$ cat src/rtl/io_register_bank.sv
// io_register_bank
//   Memory-mapped I/O block with three decoded regions selected by
//   address[13:12]:
//     2'b01  input channels, read-only, each pin passed through a
//            2-flop synchroniser
//     2'b10  N_OUT 32-bit output registers with byte/half/word writes,
//            mirrored on io_output_bus
//     2'b11  edge-capture registers (only with IO_EDGE_CAPTURE_EN defined;
//            otherwise reads 0, writes ignored, irq tied low)
//   Reads have one cycle of latency with registered q/q_valid. Accesses
//   whose offset does not match the access size are rejected and flagged
//   on misaligned one cycle later.
//
//   Optional feature macro: IO_EDGE_CAPTURE_EN
//
// Ports
//   clock, reset      rising-edge clock, synchronous active-high reset
//   address           byte address: [13:12] region, [5:2] word index,
//                     [1:0] byte offset
//   mem_mode          2'b00 byte, 2'b01 half, 2'b10 word
//   mem_unsigned      zero-extend loads when high
//   wren, rden        write / read request (wren wins)
//   data              right-aligned store data
//   q, q_valid        load data and its one-cycle valid strobe
//   misaligned        one-cycle pulse for a rejected access
//   io_input_bus      channel c at [c*IN_WIDTH +: IN_WIDTH]
//   io_output_bus     register k at [k*32 +: 32]
//   irq               registered OR of all capture bits
module io_register_bank #(
    parameter int unsigned N_OUT    = 2,
    parameter int unsigned N_IN     = 5,
    parameter int unsigned IN_WIDTH = 10
) (
    input  logic                       clock,
    input  logic                       reset,
    input  logic [31:0]                address,
    input  logic [1:0]                 mem_mode,
    input  logic                       mem_unsigned,
    input  logic                       wren,
    input  logic                       rden,
    input  logic [31:0]                data,
    output logic [31:0]                q,
    output logic                       q_valid,
    output logic                       misaligned,
    input  logic [N_IN*IN_WIDTH-1:0]   io_input_bus,
    output logic [N_OUT*32-1:0]        io_output_bus,
    output logic                       irq
);

    typedef enum logic [1:0] {
        MEM_BYTE = 2'b00,
        MEM_HALF = 2'b01,
        MEM_WORD = 2'b10
    } mem_mode_t;

    typedef enum logic [1:0] {
        REGION_NONE    = 2'b00,
        REGION_INPUT   = 2'b01,
        REGION_OUTPUT  = 2'b10,
        REGION_CAPTURE = 2'b11
    } region_t;

    mem_mode_t                  mode;
    region_t                    region;
    logic [1:0]                 offset;
    logic [9:0]                 index;
    logic                       bad_align;
    logic                       do_write;
    logic                       do_read;
    logic [3:0]                 lane_mask;
    logic [31:0]                byte_mask;
    logic [31:0]                write_word;
    logic [31:0]                sel_word;
    logic [31:0]                shifted;
    logic [31:0]                read_data;
    logic [N_OUT*32-1:0]        out_regs;
    logic [N_IN*IN_WIDTH-1:0]   sync1;
    logic [N_IN*IN_WIDTH-1:0]   sync2;
    logic                       unused_addr_bits;

    assign mode   = mem_mode_t'(mem_mode);
    assign region = region_t'(address[13:12]);
    assign offset = address[1:0];
    // Word index is decoded from [11:2]: any set bit above [5:2] means an
    // index of 16 or more, which never matches a channel or register.
    assign index  = address[11:2];

    assign unused_addr_bits = ^address[31:14];

    // Access decode, byte-lane selection and store-data replication
    always_comb begin
        bad_align  = 1'b0;
        lane_mask  = 4'b1111;
        write_word = data;
        case (mode)
            MEM_BYTE: begin
                lane_mask  = 4'b0001 << offset;
                write_word = {4{data[7:0]}};
            end
            MEM_HALF: begin
                bad_align  = offset[0];
                lane_mask  = 4'b0011 << offset;
                write_word = {2{data[15:0]}};
            end
            default: begin
                bad_align  = (offset != 2'b00);
            end
        endcase
        byte_mask = {{8{lane_mask[3]}}, {8{lane_mask[2]}},
                     {8{lane_mask[1]}}, {8{lane_mask[0]}}};
        do_write  = wren & ~bad_align;
        do_read   = rden & ~wren & ~bad_align;
    end

`ifdef IO_EDGE_CAPTURE_EN
    logic [N_IN*IN_WIDTH-1:0]   sync_prev;
    logic [N_IN*IN_WIDTH-1:0]   capture;
    logic [N_IN*IN_WIDTH-1:0]   capture_clear;
    logic [31:0]                clear_word;

    // Write-1-to-clear bits for the addressed channel, same lane rules
    always_comb begin
        capture_clear = '0;
        clear_word    = write_word & byte_mask;
        if (do_write && region == REGION_CAPTURE) begin
            for (int unsigned c = 0; c < N_IN; c++) begin
                if (index == c[9:0]) begin
                    capture_clear[c*IN_WIDTH +: IN_WIDTH] = clear_word[IN_WIDTH-1:0];
                end
            end
        end
    end

    // Set wins over clear: the rising-edge term is OR-ed in after clearing
    always_ff @(posedge clock) begin
        if (reset) begin
            sync_prev <= '0;
            capture   <= '0;
            irq       <= 1'b0;
        end else begin
            sync_prev <= sync2;
            capture   <= (capture & ~capture_clear) | (sync2 & ~sync_prev);
            irq       <= |capture;
        end
    end
`else
    assign irq = 1'b0;
`endif

    // Read word selection
    always_comb begin
        sel_word = '0;
        case (region)
            REGION_INPUT: begin
                for (int unsigned c = 0; c < N_IN; c++) begin
                    if (index == c[9:0]) begin
                        sel_word[IN_WIDTH-1:0] = sync2[c*IN_WIDTH +: IN_WIDTH];
                    end
                end
            end
            REGION_OUTPUT: begin
                for (int unsigned k = 0; k < N_OUT; k++) begin
                    if (index == k[9:0]) begin
                        sel_word = out_regs[k*32 +: 32];
                    end
                end
            end
            REGION_CAPTURE: begin
`ifdef IO_EDGE_CAPTURE_EN
                for (int unsigned c = 0; c < N_IN; c++) begin
                    if (index == c[9:0]) begin
                        sel_word[IN_WIDTH-1:0] = capture[c*IN_WIDTH +: IN_WIDTH];
                    end
                end
`endif
            end
            default: sel_word = '0;
        endcase
    end

    // Align to the byte offset, then mask and extend
    always_comb begin
        shifted   = sel_word >> {offset, 3'b000};
        read_data = shifted;
        case (mode)
            MEM_BYTE: read_data = mem_unsigned ? {24'h0, shifted[7:0]}
                                               : {{24{shifted[7]}}, shifted[7:0]};
            MEM_HALF: read_data = mem_unsigned ? {16'h0, shifted[15:0]}
                                               : {{16{shifted[15]}}, shifted[15:0]};
            default:  read_data = shifted;
        endcase
    end

    // Output registers, synchronisers and registered read response
    always_ff @(posedge clock) begin
        if (reset) begin
            out_regs   <= '0;
            sync1      <= '0;
            sync2      <= '0;
            q          <= '0;
            q_valid    <= 1'b0;
            misaligned <= 1'b0;
        end else begin
            sync1      <= io_input_bus;
            sync2      <= sync1;
            q_valid    <= do_read;
            misaligned <= (wren | rden) & bad_align;
            if (do_read) begin
                q <= read_data;
            end
            if (do_write && region == REGION_OUTPUT) begin
                for (int unsigned k = 0; k < N_OUT; k++) begin
                    if (index == k[9:0]) begin
                        out_regs[k*32 +: 32] <= (out_regs[k*32 +: 32] & ~byte_mask)
                                              | (write_word & byte_mask);
                    end
                end
            end
        end
    end

    assign io_output_bus = out_regs;

endmodule
$ cat config.mk
export PLATFORM = sky130hd
export DESIGN_NAME = io_register_bank
export DESIGN_NICKNAME = d
export VERILOG_FILES = /design/src/rtl/io_register_bank.sv
export SDC_FILE = /design/constraint.sdc
export NUM_CORES = 1
export LEC_CHECK = 0
export BUFFER_PORTS_ARGS = -buffer_cell sky130_fd_sc_hd__buf_4
export CAP_MARGIN = 10
export CORE_MARGIN = 8
export CORE_UTILIZATION = 55
export DETAILED_ROUTE_END_ITERATION = 8
export PLACE_DENSITY = 0.93
export SLEW_MARGIN = 5
export SYNTH_ARGS = -nofsm -noshare
export SYNTH_HDL_FRONTEND = slang
export SYNTH_SLANG_ARGS = --single-unit
$ cat constraint.sdc
create_clock -name clock -period 5.95 [get_ports clock]
set_input_delay 1.19 -clock clock [delete_from_list [all_inputs] [get_ports clock]]
set_output_delay 1.19 -clock clock [all_outputs]
set_load 0.05 [all_outputs]
* After elaboration in Yosys (flattened, before gate mapping) *
Cells that the tools add are included.

cells by class
  equal/unequal tests = 7
  shift-type cells = 3
  multiplexer cells = 15
  bitwise logic cells = 13
  reduce and logical (&&, ||, !) cells = 6

operator list
  cell                                                                     count
  32-bit 2-to-1 mux                                                        4
  32-bit one-hot mux with 2 select lines                                   2
  32-bit AND                                                               3
  32-bit bitwise OR                                                        2
  10-bit 2-to-1 mux                                                        5
  32-bit NOT                                                               1
  32-bit by 5-bit >> shifter with 32-bit output                            1
  22-bit 2-to-1 mux                                                        1
  10-bit by 2-bit equality test with 1-bit output (second input constant)  2
  10-bit one-hot mux with 2 select lines                                   1
  10-bit by 1-bit equality test with 1-bit output (second input constant)  1
  10-bit by 3-bit equality test with 1-bit output (second input constant)  1
  10-bit logical NOT                                                       1
  4-bit one-hot mux with 2 select lines                                    1
  1-bit AND                                                                4
  2-bit by 1-bit equality test with 1-bit output (second input constant)   2
  2-bit AND reduction                                                      2
  1-bit by 2-bit << shifter with 4-bit output (first input constant)       1
  2-bit by 2-bit << shifter with 4-bit output (first input constant)       1
  2-bit equality test (second input constant)                              1
  2-bit logical NOT                                                        1
  1-bit NOT                                                                2
  1-bit one-hot mux with 2 select lines                                    1
  2-bit nonzero test                                                       1
  2 further kinds                                                          2

word-level totals
  bits in registers = 198
  input port bits = 121
  output and inout bits = 99
  word-level logic and storage cells = 51

* Depth between registers and ports, before layout *
Gate-level depths: netlist (run 1).

  word-level depth = 10
  depth in mapped cells = 9
  mapped depth without buffers = 8

* Least setup slack after synthesis (run 1) *
No wires, ideal clock.

  path kind = input -> register
  start point = input address[3]
  end point = register with a tool-made name
  library setup time = 128 ps
  arrival = 3204 ps
  required time = 5822 ps
  slack = 2618 ps
  cell stages on the path = 8
  path buffers = 2
  path through = clkbuf_1 or3_1 buf_2 or3_1 or4_4 nor2_8 mux2i_1 nor2_1

RTL lines
  what                line  RTL
  start: declaration  36    input logic [31:0] address,

==> results of run 1 <==
-- worst max path at each step --
| stage | start | endpoint | slack (ns) | cells after the start |
|---|---|---|---|---|
| after detailed placement | address[11] | flip-flop | 1.63 | 7 |
| after global routing | address[11] | flip-flop | 1.91 | 7 |
| final | address[11] | flip-flop | 1.97 | 7 |
| after CTS | address[11] | flip-flop | 2.08 | 7 |
| after global placement | address[11] | flip-flop | 1.73 | 7 |
| after floorplan | address[3] | flip-flop | 2.62 | 8 |
-- cell families (layout without fill, tap and decap cells) --
group,Yosys count,after routing,share of synthesized area [%]
buffers and inverters,69,248,3.296
AOI/OAI and AO/OA,155,155,12.41
and+or+nand+nor,389,389,23.95
adders and majority gates,2,2,0.3023
DFF,198,198,47.90
muxes,96,96,12.10
other,1,1,0.04531
-- cell type report --
cell class / instances / share of cell area (%)
Clock buffer: 20 / 4.358
Clock inverter: 12 / 1.886
Inverter: 9 / 0.3223
Multi-Input combinational cell: 643 / 38.54
Sequential cell: 198 / 37.82
Tap cell: 188 / 2.245
Timing Repair Buffer: 207 / 14.83
-- report_power, final --
group | internal, mW | leakage, nW | switching (mW)
Clock | 0.768 | 0.316 | 0.489
Combinational | 0.116 | 2.33 | 0.177
Sequential | 1.37 | 1.62 | 0.0147
-- cell usage in the layout (no fill, tap or decap), types with 17 or more instances in the layout --
cell,instances
nor2_1,102
nand2_1,93
clkbuf_16,17
nand3_1,17
mux2i_1,73
dfxtp_1,198
nor3_1,20
buf_4,207
nor2b_1,109
a211oi_1,39
o21ai_0,32
a21oi_1,36
mux2_2,22
-- Yosys cell counts (10+ instances only) --
cell | number | area [um2]
nand3_1 | 17 | 85.08
mux2i_1 | 73 | 730.7
a211oi_1 | 39 | 292.8
a21oi_1 | 36 | 180.2
nor2b_1 | 109 | 681.9
dfxtp_1 | 198 | 3964
nor3_1 | 20 | 100.1
nand2_1 | 93 | 349.1
nand4_1 | 10 | 62.56
clkbuf_1 | 48 | 180.2
o21ai_0 | 32 | 160.2
mux2_2 | 22 | 247.7
nor2_1 | 102 | 382.9
-- layer usage --
metal	up-vias	wire, um	global-route usage [%]
met5	-	0	0
met4	0	1143	12.82
met3	63	2592	8.193
met2	427	12480	44.32
met1	3355	9423	29.24
li1	3482	-	-
==> impl_metrics.json, run 1 <==
{
  "status": "finished, final reports clean",
  "htreeDepth": 4,
  "regArea_mm2": 0.003964,
  "startpoint_type": "primary input",
  "min_from": "sync1[28]$_SDFF_PP0_",
  "p_per_area_mw_per_mm2": 279.9,
  "layout_min_cycle_time_ns": 3.984,
  "dieArea_mm2": 0.01923,
  "p_leak_nw": 4.264,
  "max_freq_ghz": 0.2510,
  "finalInstanceArea_mm2": 0.01048,
  "critical-path-max-stage-delay_ns": 0.88,
  "cp_num_buf_inv": 1,
  "drive_above_1_share_pct": 25.16,
  "first_pass_iters": 6,
  "fin_worst_skew_ns": 0.007276,
  "io_pins": 220,
  "tns_ns": 0,
  "maxCapViolCount": 0,
  "cp_top_family": "simple AND/OR/NAND/NOR gates",
  "cts.reportedPaths.clkPinSlew_ns": 0.07,
  "antenna_found_initial": 0,
  "hold_class": "flip-flop to flip-flop",
  "multiInputGateArea_mm2": 0.004039,
  "timing.slew.headroom_pct": 32.94,
  "final_cells": 1277,
  "hold_viol_final": 0,
  "setup_viol": 0,
  "finalWorstSetupSlack_ns": 1.966,
  "dp_cells": 1245,
  "nFillCells": 1124,
  "worst_ir_drop_vdd_uv": 199.7,
  "grt_max_degree": 69,
  "ys_seq_area_share_pct": 47.90,
  "place_area_mm2": 0.009826,
  "ctsResizeCount": 0,
  "root_buffer": "clkbuf_16",
  "gr-usage-all-layers_pct": 26.12,
  "cts_max_path_buffers": 2,
  "reg2reg_depth": 6,
  "syn2layout_area_growth_pct": 26.64,
  "synth_warnings": 0,
  "initial_core_util_pct": 55.25,
  "grt_pass1_wl_um": 39610,
  "hold_depth": 1,
  "worst_pin_slew_ns": 1.004,
  "clock_latency_ns": 0.43,
  "worst_ep_arrival_time_ns": 4.28,
  "drc": 0,
  "num_antenna_cells": 0,
  "ctsHoldBuffers": 0,
  "rrSetupSlack_ns": 3.83,
  "vias": 7327,
  "cts_made_buffers": 17,
  "wl_per_cell_um": 20.08,
  "vias_per_cell": 5.738,
  "cts.sinks": 198,
  "drt_iter0_markers": 621,
  "fin_nets": 1199,
  "whs_ns": 0.4358,
  "synth.avg_cell_area_um2": 9.094,
  "dp_hpwl_um": 19120,
  "path_cells": "buf_4 > or3_1 > or3_1 > nor4_1 > nor2b_1 > mux2i_1 > nor2_1",
  "synth_area_mm2": 0.008275,
  "grt_pass1_vias": 7224,
  "async_reset_ff_share_pct": 0,
  "chipHeight_um": 138.7,
  "synth_seq_cells": 198,
  "dieWidth_um": 138.7,
  "end_kind": "flip-flop",
  "total_power_mw": 2.934,
  "slew_violations": 0,
  "core_mm2": 0.01498,
  "place_ws_ns": 1.629,
  "postRouteAntennaNets": 0,
  "path_common_cell": "or3_1",
  "cpMaxStageDelayCell": "nor2b_1",
  "io_buffers": 200,
  "cts_setup_buffers": 0,
  "grt_overflow_total": 0,
  "cts_tree": "built",
  "synth_fp_nets": 1033,
  "synth_ff_type": "dfxtp_1",
  "synth_cell_type_count": 59,
  "critPathMaxFanout": 18,
  "final_util_pct": 69.97,
  "worst-setup-path-type": "primary input to flip-flop",
  "syn-instance-count": 910,
  "whs_endpoint": "sync2[28]$_SDFF_PP0_",
  "rsz0062_at_grt": "false",
  "wirelength_um": 25640,
  "place.gp.congestion": 0.9801,
  "post-route-period-util_pct": 66.95,
  "cp.required_ns": 6.25,
  "reg2reg_to": "q[22]$_SDFFE_PP0P_",
  "synth_edf_count": 0,
  "placement_rows": 45
}
Power figures use the tool's default switching activity.
==> run 2: changes to the inputs <==
- CORE_UTILIZATION: 55 -> 48
- PLACE_DENSITY: 0.93 -> 0.87
- clock period: 5.95 -> 3.24 ns (I/O delays scaled with it)
==> impl_metrics.json, run 2 (same netlist as run 1, synthesis figures left out) <==
{
  "core_mm2": 0.01706,
  "root_buffer": "clkbuf_16",
  "final_cells": 1337,
  "critical-path-max-stage-delay_ns": 0.64,
  "ctsResizeCount": 0,
  "finalInstanceArea_mm2": 0.01066,
  "cts_made_buffers": 17,
  "worst_ir_drop_vdd_uv": 361.0,
  "vias": 7339,
  "antenna_found_initial": 0,
  "dieArea_mm2": 0.02170,
  "p_leak_nw": 4.350,
  "wirelength_um": 26050,
  "cp.required_ns": 3.58,
  "reg2reg_to": "q[16]$_SDFFE_PP0P_",
  "cts.reportedPaths.clkPinSlew_ns": 0.07,
  "gr-usage-all-layers_pct": 23.49,
  "place_area_mm2": 0.01009,
  "grt_pass1_vias": 7143,
  "dp_hpwl_um": 19770,
  "dieWidth_um": 147.3,
  "place.gp.congestion": 0.9436,
  "slew_violations": 0,
  "hold_class": "primary input to flip-flop",
  "layout_min_cycle_time_ns": 2.418,
  "cts_tree": "built",
  "startpoint_type": "primary input",
  "cts.sinks": 198,
  "maxCapViolCount": 0,
  "layout_common_cells": "buf_4, dfxtp_1, nor2b_1",
  "clock_latency_ns": 0.44,
  "io_pins": 220,
  "drc": 0,
  "grt_overflow_total": 0,
  "post-route-period-util_pct": 74.63,
  "vias_per_cell": 5.489,
  "timing.slew.headroom_pct": 51.50,
  "end_kind": "flip-flop",
  "drt_iter0_markers": 634,
  "layout_commonest_cell": "buf_4",
  "status": "finished, final reports clean",
  "hold_viol_final": 0,
  "rsz0062_at_grt": "false",
  "cts_setup_buffers": 0,
  "max_freq_ghz": 0.4136,
  "first_pass_iters": 5,
  "postRouteAntennaNets": 0,
  "placement_rows": 48,
  "setup_viol": 0,
  "num_antenna_cells": 0,
  "min_from": "io_input_bus[6]",
  "wl_per_cell_um": 19.48,
  "initial_core_util_pct": 48.52,
  "path_cells": "buf_4 > mux2_2 > inv_1 > nor4b_1 > a311oi_1 > a2111o_1 > a211oi_1",
  "hold_depth": 2,
  "rrSetupSlack_ns": 1.15,
  "cpMaxStageDelayCell": "a2111o_1",
  "finalWorstSetupSlack_ns": 0.8221,
  "fin_worst_skew_ns": 0.008400,
  "p_per_area_mw_per_mm2": 483.5,
  "htreeDepth": 4,
  "ctsHoldBuffers": 0,
  "syn2layout_area_growth_pct": 28.82,
  "chipHeight_um": 147.3,
  "drive_above_1_share_pct": 26.80,
  "whs_endpoint": "sync1[6]$_SDFF_PP0_",
  "critPathMaxFanout": 31,
  "place_ws_ns": 0.4190,
  "grt_max_degree": 57,
  "io_buffers": 200,
  "grt_pass1_wl_um": 39840,
  "dp_cells": 1306,
  "tns_ns": 0,
  "worst-setup-path-type": "primary input to flip-flop",
  "reg2reg_depth": 6,
  "worst_pin_slew_ns": 0.7209,
  "worst_ep_arrival_time_ns": 2.76,
  "fin_nets": 1223,
  "cts_max_path_buffers": 2
}
==> run 2: cell types whose count changed in the layout (fill, tap and decap cells not counted), moves of 2 or more <==
cell	previous run	this run
clkinv_2	3	1
bufinv_16	5	1
buf_4	207	228
inv_6	1	5
buf_12	0	3
clkinvlp_4	2	4
==> run 2: critical path, delay by kind of cell <==
family | cells | cell delay, ns
multiplexers | 1 | 0.28
AND/OR/NAND/NOR | 1 | 0.30
AO/OA/AOI/OAI | 3 | 1.05
buffers and inverters | 2 | 0.46
==> run 2: cell type report <==
type	count	area (um2)
Clock buffer	19	452.9
Tap cell	225	281.5
Inverter	9	33.78
Timing Repair Buffer	231	1772
Clock inverter	12	117.6
Sequential cell	198	3964
Fill cell	1420	6396
Multi-Input combinational cell	643	4039
==> run 2: worst max path at each step <==
stage	startpoint	end	slack [ns]	cells past startpoint
global route	address[12]	q[31]$_SDFFE_PP0P_	0.62	9
global placement	address[11]	flip-flop	0.46	7
finish	address[2]	q[16]$_SDFFE_PP0P_	0.82	7
detailed placement	address[2]	q[31]$_SDFFE_PP0P_	0.42	7
floorplan	address[3]	flip-flop	0.45	8
CTS	address[11]	flip-flop	0.88	7
==> run 2: metrics by stage <==
stage	power (mW)	hold slack [ns]	util (%)
2_1_floorplan	2.913	0.4138	-
5_1_grt	5.334	0.4070	62.50
3_3_place_gp	3.134	0.4195	59.15
3_5_place_dp	3.144	0.4204	59.15
6_report	5.154	0.4148	62.50
4_1_cts	5.173	0.4064	62.50
==> run 2: where the power goes <==
part	switching (mW)	total [mW]	internal, mW
Combinational	0.327	0.552	0.225
Clock	0.955	2.06	1.11
Sequential	0.0264	2.54	2.51
Total	1.31	5.15	3.85
==> run 2: per-layer routing <==
metal,vias to the layer above,GRT usage [%],part of all wire [%]
li1,3526,-,-
met2,409,38.49,47
met1,3345,27.29,39
met3,59,7.167,9.8
met5,-,0,0
met4,0,11.93,4.0
